## config.mk

```make
export PLATFORM = sky130hd
export DESIGN_NAME = counter_ctrl_unit
export DESIGN_NICKNAME = d
export VERILOG_FILES = /design/src/rtl/counter_ctrl_pkg.sv /design/src/rtl/counter_ctrl_unit_tick_gen.sv /design/src/rtl/counter_ctrl_unit.sv
export SDC_FILE = /design/constraint.sdc
export NUM_CORES = 1
export LEC_CHECK = 0
export BUFFER_PORTS_ARGS = -buffer_cell sky130_fd_sc_hd__buf_2
export CORE_ASPECT_RATIO = 0.5
export CORE_MARGIN = 5
export CORE_UTILIZATION = 30
export DETAILED_ROUTE_END_ITERATION = 8
export SLEW_MARGIN = 20
export SYNTH_ARGS = -nofsm -noshare
export SYNTH_HDL_FRONTEND = slang
export SYNTH_SLANG_ARGS = --single-unit
```

## constraint.sdc

```tcl
create_clock -name clk -period 2.6 [get_ports clk]
set_clock_uncertainty 0.15 [all_clocks]
set_input_delay 0.26 -clock clk [delete_from_list [all_inputs] [get_ports clk]]
set_output_delay 0.26 -clock clk [all_outputs]
set_load 0.005 [all_outputs]
```

## src/rtl/counter_ctrl_pkg.sv

```systemverilog
// Shared state encoding and sizing helper for the counter control unit.
package counter_ctrl_pkg;

    localparam int unsigned STATE_W = 2;

    typedef enum logic [STATE_W-1:0] {
        ST_STOP  = 2'b00,
        ST_RUN   = 2'b01,
        ST_CLEAR = 2'b10
    } state_t;

    // Divider width; a one-bit floor keeps the counter legal for tiny ratios.
    function automatic int unsigned cnt_width(input int unsigned div);
        return (div < 2) ? 1 : $clog2(div);
    endfunction

endpackage

```

## src/rtl/counter_ctrl_unit_tick_gen.sv

```systemverilog
// Tick divider: counts while enabled, pulses tick for one cycle after each wrap.
module tick_gen
    import counter_ctrl_pkg::*;
#(
    parameter int unsigned DIV = 10
) (
    input  logic clk,
    input  logic rst,
    input  logic enable,
    input  logic zero,
    output logic tick
);

    localparam int unsigned CNT_W = cnt_width(DIV);

    logic [CNT_W-1:0] div_q;
    logic             at_top;

    assign at_top = (div_q == CNT_W'(DIV - 1));

    // Divider holds whenever not enabled, so a stopped count resumes where it left off.
    always_ff @(posedge clk or posedge rst) begin
        if (rst) begin
            div_q <= '0;
            tick  <= 1'b0;
        end else begin
            tick <= enable && at_top;
            if (zero) begin
                div_q <= '0;
            end else if (enable) begin
                div_q <= at_top ? '0 : div_q + CNT_W'(1);
            end
        end
    end

endmodule

```

## src/rtl/counter_ctrl_unit.sv

```systemverilog
// Run/stop/clear control FSM driving a tick divider for a counter datapath.
// Optional count-direction toggling is enabled by defining COUNTER_CTRL_DIR_EN.
module counter_ctrl_unit
    import counter_ctrl_pkg::*;
#(
    parameter int unsigned CLK_HZ  = 100_000_000,
    parameter int unsigned TICK_HZ = 10
) (
    input  logic               clk,
    input  logic               rst,
    input  logic               i_run_stop,
    input  logic               i_clear,
    input  logic               i_mode,
    output logic               o_tick,
    output logic               o_clear,
    output logic               o_up,
    output logic               o_run,
    output logic [STATE_W-1:0] o_state
);

    localparam int unsigned DIV = CLK_HZ / TICK_HZ;

    state_t state;
    state_t next_state;
    logic   count_en;
    logic   count_zero;

    always_ff @(posedge clk or posedge rst) begin
        if (rst) begin
            state <= ST_STOP;
        end else begin
            state <= next_state;
        end
    end

    // Clear wins over run/stop; CLEAR always falls back to STOP; the unused code recovers.
    always_comb begin
        next_state = ST_STOP;
        case (state)
            ST_STOP: begin
                if (i_clear) begin
                    next_state = ST_CLEAR;
                end else if (i_run_stop) begin
                    next_state = ST_RUN;
                end else begin
                    next_state = ST_STOP;
                end
            end
            ST_RUN: begin
                if (i_clear) begin
                    next_state = ST_CLEAR;
                end else if (i_run_stop) begin
                    next_state = ST_STOP;
                end else begin
                    next_state = ST_RUN;
                end
            end
            ST_CLEAR: next_state = ST_STOP;
            default:  next_state = ST_STOP;
        endcase
    end

    // o_clear is high exactly while the state register holds CLEAR.
    always_ff @(posedge clk or posedge rst) begin
        if (rst) begin
            o_clear <= 1'b0;
        end else begin
            o_clear <= (next_state == ST_CLEAR);
        end
    end

    // Count only in cycles that stay in RUN, so leaving RUN never leaves a stray tick behind.
    assign count_en   = (state == ST_RUN) && (next_state == ST_RUN);
    assign count_zero = (state == ST_CLEAR);

    tick_gen #(
        .DIV (DIV)
    ) u_tick_gen (
        .clk    (clk),
        .rst    (rst),
        .enable (count_en),
        .zero   (count_zero),
        .tick   (o_tick)
    );

    assign o_run   = (state == ST_RUN);
    assign o_state = state;

`ifdef COUNTER_CTRL_DIR_EN
    logic up_q;

    always_ff @(posedge clk or posedge rst) begin
        if (rst) begin
            up_q <= 1'b1;
        end else if (i_mode) begin
            up_q <= ~up_q;
        end
    end

    assign o_up = up_q;
`else
    logic unused_mode;

    assign unused_mode = i_mode;
    assign o_up        = 1'b1;
`endif

endmodule

```

==> results of run 1 <==
[final timing paths]
kind,from,end,cells after the start
worst max-delay path,u_tick_gen.div_q[0],u_tick_gen.div_q[17],6
worst min-delay path,i_clear,o_state[0],2
worst max register to register,u_tick_gen.div_q[0],u_tick_gen.div_q[17],6
worst min register to register,u_tick_gen.div_q[23],u_tick_gen.div_q[23],1
max in group asynchronous,rst,o_state[0],4
min in group asynchronous,rst,u_tick_gen.div_q[19],4
[power breakdown]
part / leakage [nW] / switching, mW / internal, mW / total (mW)
Clock: 0.0216 / 0.135 / 0.104 / 0.239
Sequential: 0.387 / 0.00645 / 0.440 / 0.446
Combinational: 0.290 / 0.0358 / 0.0182 / 0.0540
[state kept, by name (all words and copies together) (netlist names)]
register and cells:
o_clear 1, o_state 2, u_tick_gen.div_q 24, u_tick_gen.tick 1
[logic make-up (layout without fill, tap and decap cells)]
kind of cell	after synthesis	after routing	share of synthesized area (%)
and+or+nand+nor	92	92	32.2
buffers and inverters	12	23	4.71
adders and majority gates	1	1	0.771
AOI/OAI and AO/OA	45	45	17.7
xor gates and xnor gates	1	1	0.540
other	1	1	0.231
DFF	28	28	43.2
muxes	1	1	0.617
[cell type report]
class / instances / area [um^2] / share of cell area (%)
multi-input combinational: 141 / 845 / 47.2
sequential: 28 / 701 / 39.2
timing repair buffer: 15 / 95.1 / 5.32
tap: 70 / 87.6 / 4.90
clock buffer: 3 / 41.3 / 2.31
inverter: 5 / 18.8 / 1.05
[per-layer routing]
layer,vias up,share of wire [%]
li1,698,-
met1,694,49
met2,27,47
met3,4,3.3
met4,0,0.60
met5,-,0
[synth_stat cells, drive strengths merged]
cell    count  area (um^2)
nor4        5         46.3
nand2b      3         18.8
o31ai       1         12.5
or2b        1         7.51
and4        2         17.5
nor4b       3         32.5
a21oi      15         86.3
nand3      13         75.1
or3         1         6.26
xnor2       1         8.76
conb        1         3.75
a22o        1         8.76
nand3b      3         22.5
o22ai       1         6.26
or2         1         6.26
or3b        1         8.76
o21ai       9         45.0
a22oi       1         7.51
a21boi      1         7.51
and2        1         6.26
a221o       1         10.0
nor2b       4         25.0
nand4       8         50.1
inv         5         18.8
mux2i       1         10.0
and3        4         25.0
dfrtp      28          701
nor3        4         25.0
o41ai       1         8.76
or4b        1         10.0
a41oi       2         17.5
nand2      29          109
a31oi      11         68.8
clkbuf      1         3.75
buf         6         53.8
o32ai       1         8.76
nor2        8         30.0
ha          1         12.5
[worst max-delay path: stages (launching register included)]
cell and delay [ns]:
dfrtp_1 0.43, ha_1 0.25, nand3_2 0.22, nor3_2 0.38, a21oi_4 0.22, buf_4 0.22
a221o_1 0.31
[metrics by stage]
step	utilization, %	worst slack, ns	cell area (um^2)
2_1_floorplan	-	0.577	1620
3_3_place_gp	34.3	0.358	1740
3_5_place_dp	34.3	0.335	1740
4_1_cts	35.3	0.317	1790
5_1_grt	35.3	0.187	1790
6_report	35.3	0.303	1790
==> flow_summary.json, run 1 <==
{
  "seq_area_frac_synth_pct": 43.2,
  "hold_class": "input port to flip-flop",
  "numCtsBuffers": 3,
  "placed_cells": 258,
  "ant_nets": 0,
  "num_rows": 18,
  "place.gp.congestion": 0.781,
  "cellPowerDensity_nw_per_um2": 414,
  "path_class": "flip-flop to flip-flop",
  "post-route-drc-count": 0,
  "clk_tree_root_cell": "clkbuf_8",
  "rsz_0062_raised_after_global_routing": "false",
  "detail_route.iter0.violations": 48,
  "die_w_um": 114,
  "antennaDiodeCount": 0,
  "gr-usage-all-layers_pct": 10.5,
  "crit_fanout": 20,
  "die_h_um": 62.0,
  "detailed_route_wire_length_um": 3510,
  "max-clock-path-buffers": 2,
  "irDropWorstVdd_uv": 247,
  "syn_inst": 181,
  "post_synth_instance_area_um2": 1620,
  "ys_types": 45,
  "route.detailed.vias_per_inst": 5.43,
  "fmax_mhz": 435,
  "pin_count_of_the_biggest_net_entering_global_routing": 29,
  "holdBufCountCts": 1,
  "mostFrequentLayoutCells": "nand2_1, dfrtp_1, a21oi_1",
  "critPathArrivalTime_ns": 2.31,
  "cts_tree": "built",
  "core-area_um2": 5070,
  "first_global_vias": 1278,
  "grt_util_met2_pct": 19.1,
  "dieArea_um2": 7060,
  "cts_num_sinks": 28,
  "global_route.peak_usage_layer": "met2",
  "run_status": "completed",
  "wl_per_cell_um": 13.4,
  "finalCriticalPeriod_ns": 2.30,
  "syn_area_per_cell_um2": 8.96,
  "critPathRequiredTime_ns": 2.62,
  "tns_ns": 0,
  "synth.ff_latch_count": 28,
  "drv_slew": 0,
  "max_cap_violations": 0,
  "detailed_place_hpwl_um": 2450,
  "fillCellCount": 517,
  "power.leakage_nw": 0.698,
  "htreeDepth": 1,
  "max_slew.worst_pin.slew_ns": 0.786,
  "hold-worst-slack_ns": 0.0444,
  "floorplan.initialDensity_pct": 32.0,
  "finalHoldViolations": 0,
  "grt_util_met3_pct": 1.74,
  "buffer_ports.inserted": 8,
  "route.vias.total": 1423,
  "setup_viol_count_final": 0,
  "clk_latency_ns": 0.27,
  "synth_warnings": 0,
  "first_pass_grt_wire_length_um": 6040,
  "clk_transition_reported_paths_ns": 0.10,
  "max-slew-margin-rel_pct": 47.4,
  "firstDrtPassIters": 4,
  "setup.worst_path.start_class": "flip-flop",
  "total_power_mw": 0.740,
  "layout-area-overhead-vs-synth_pct": 10.3,
  "critPathCaptureType": "flip-flop",
  "r2r_slack_ns": 0.30,
  "global_route.usage.met1_pct": 13.5,
  "instances_no_fill": 262,
  "post-cts-setup-buffer-count": 0,
  "design.final.nets": 200,
  "grt_overflow": 0,
  "final_common_cell": "nand2_1",
  "antenna_found_initial": 0,
  "finalCritPeriodShare_pct": 88.4,
  "drive_above_1_share_pct": 13.5,
  "boundaryPins": 11,
  "postSynthNetCount": 187,
  "postCtsResizedCells": 0
}
No activity file was read; power rests on OpenSTA's default activity.
==> run 2: changes to the inputs <==
PLACE_DENSITY = 0.54   (was unset)
==> run 2 against run 1 <==
Critical path type unchanged. Largest cell class unchanged. Power grew 15%. Worst setup slack improved by 0.074 ns. Hold slack got worse by 0.011 ns.
==> flow_summary.json, run 2 (synthesis gave the netlist of run 1 again) <==
{
  "postCtsResizedCells": 0,
  "clk_tree_root_cell": "clkbuf_8",
  "gr-usage-all-layers_pct": 11.2,
  "r2r_start": "u_tick_gen.div_q[0]",
  "post-route-drc-count": 0,
  "crit-reg2reg-capture": "u_tick_gen.div_q[15]",
  "run_status": "completed",
  "worst_setup_path_endpoint": "u_tick_gen.div_q[15]",
  "die_h_um": 62.0,
  "worst_setup_sp": "u_tick_gen.div_q[0]",
  "num_rows": 18,
  "dieArea_um2": 7060,
  "finalHoldViolations": 0,
  "grt_overflow": 0,
  "first_global_vias": 1341,
  "boundaryPins": 11,
  "antenna_found_initial": 0,
  "cp.depth": 7,
  "drv_slew": 0,
  "rsz_0062_raised_after_global_routing": "false",
  "fillCellCount": 523,
  "irDropWorstVdd_uv": 194,
  "mostFrequentLayoutCells": "nand2_1, dfrtp_1, a21oi_1",
  "cpMaxStageDelayCell": "dfrtp_1",
  "critPathMaxStageDelay_ns": 0.44,
  "cts_num_sinks": 28,
  "post-cts-setup-buffer-count": 0,
  "finalCriticalPeriod_ns": 2.22,
  "critical-path-top-delay-family": "simple AND/OR/NAND/NOR gates",
  "critPathCaptureType": "flip-flop",
  "setup.worst_path.start_class": "flip-flop",
  "htreeDepth": 1,
  "fin_area_um2": 1820,
  "final_common_cell": "nand2_1",
  "design.final.nets": 200,
  "detailed_route_wire_length_um": 3590,
  "clk_transition_reported_paths_ns": 0.10,
  "flip_flop_count_of_the_largest_register_after_layout": 24,
  "hold_path_depth": 2,
  "cts_tree": "built",
  "crit_fanout": 15,
  "instances_no_fill": 263,
  "route.detailed.vias_per_inst": 5.34,
  "placed_cells": 258,
  "placedInstanceArea_um2": 1740,
  "detailed_place_hpwl_um": 2500,
  "finalCritPeriodShare_pct": 85.5,
  "critPathArrivalTime_ns": 2.23,
  "r2r_slack_ns": 0.38,
  "ant_nets": 0,
  "holdBufCountCts": 1,
  "cellPowerDensity_nw_per_um2": 467,
  "max-clock-path-buffers": 2,
  "first_pass_grt_wire_length_um": 6370,
  "cp_num_buf_inv": 1,
  "core-area_um2": 5070,
  "hold_class": "input port to flip-flop",
  "route.vias.total": 1404,
  "power.leakage_nw": 0.713,
  "floorplan.initialDensity_pct": 32.0,
  "crit_chain": "ha_1 > nand3_2 > nor3_2 > a21oi_4 > buf_4 > a22oi_1 > o31ai_2",
  "fmax_mhz": 450,
  "clk_latency_ns": 0.28,
  "largest_register": "u_tick_gen.div_q",
  "worst-r2r-cell-count": 7,
  "detail_route.iter0.violations": 50,
  "place.gp.congestion": 0.824,
  "numCtsBuffers": 3,
  "setup_viol_count_final": 0,
  "path_class": "flip-flop to flip-flop",
  "max-slew-margin-rel_pct": 45.0,
  "layout-area-overhead-vs-synth_pct": 12.1,
  "total_power_mw": 0.850,
  "drive_above_1_share_pct": 14.0,
  "wl_per_cell_um": 13.6,
  "die_w_um": 114,
  "max_cap_violations": 0,
  "buffer_ports.inserted": 8,
  "max_slew.worst_pin.slew_ns": 0.823,
  "critPathRequiredTime_ns": 2.61,
  "tns_ns": 0,
  "pin_count_of_the_biggest_net_entering_global_routing": 29,
  "firstDrtPassIters": 4,
  "antennaDiodeCount": 0
}
[run 2: worst min-delay path by stage]
stage / start / endpoint / slack [ns]
2_1_floorplan: rst / o_clear / 0.18
3_3_place_gp: rst / u_tick_gen.div_q[15] / 0.20
3_5_place_dp: rst / u_tick_gen.div_q[20] / 0.20
4_1_cts: i_clear / o_state[0] / 0.03
5_1_grt: i_clear / o_state[0] / 0.03
6_report: i_clear / o_state[0] / 0.03
[run 2: metal layers]
metal	share of wire [%]	global-route usage [%]	wire [um]	vias up
met5	0	0	0	-
met4	0.33	3.21	12	0
met3	3.3	2.32	118	2
met2	46	18.6	1640	35
met1	51	15.1	1820	668
li1	-	-	-	699
[run 2: stage by stage]
stage | hold WS, ns | setup WS (ns) | utilization (%)
6_report | 0.0339 | 0.376 | 35.9
2_1_floorplan | 0.175 | 0.577 | -
5_1_grt | 0.0342 | 0.248 | 35.9
3_3_place_gp | 0.198 | 0.440 | 34.3
3_5_place_dp | 0.203 | 0.432 | 34.3
4_1_cts | 0.0272 | 0.395 | 35.9
[run 2: final cells by class]
class | instances | area [um^2] | share of cell area [%]
Clock buffer | 3 | 41.3 | 2.27
Clock inverter | 1 | 30.0 | 1.65
Inverter | 5 | 18.8 | 1.03
Multi-Input combinational cell | 141 | 845 | 46.5
Sequential cell | 28 | 701 | 38.5
Tap cell | 70 | 87.6 | 4.82
Timing Repair Buffer | 15 | 95.1 | 5.23
[run 2: report_power, final]
group          internal, mW  switching, mW
Clock                 0.206          0.142
Sequential            0.440        0.00670
Combinational        0.0181         0.0365
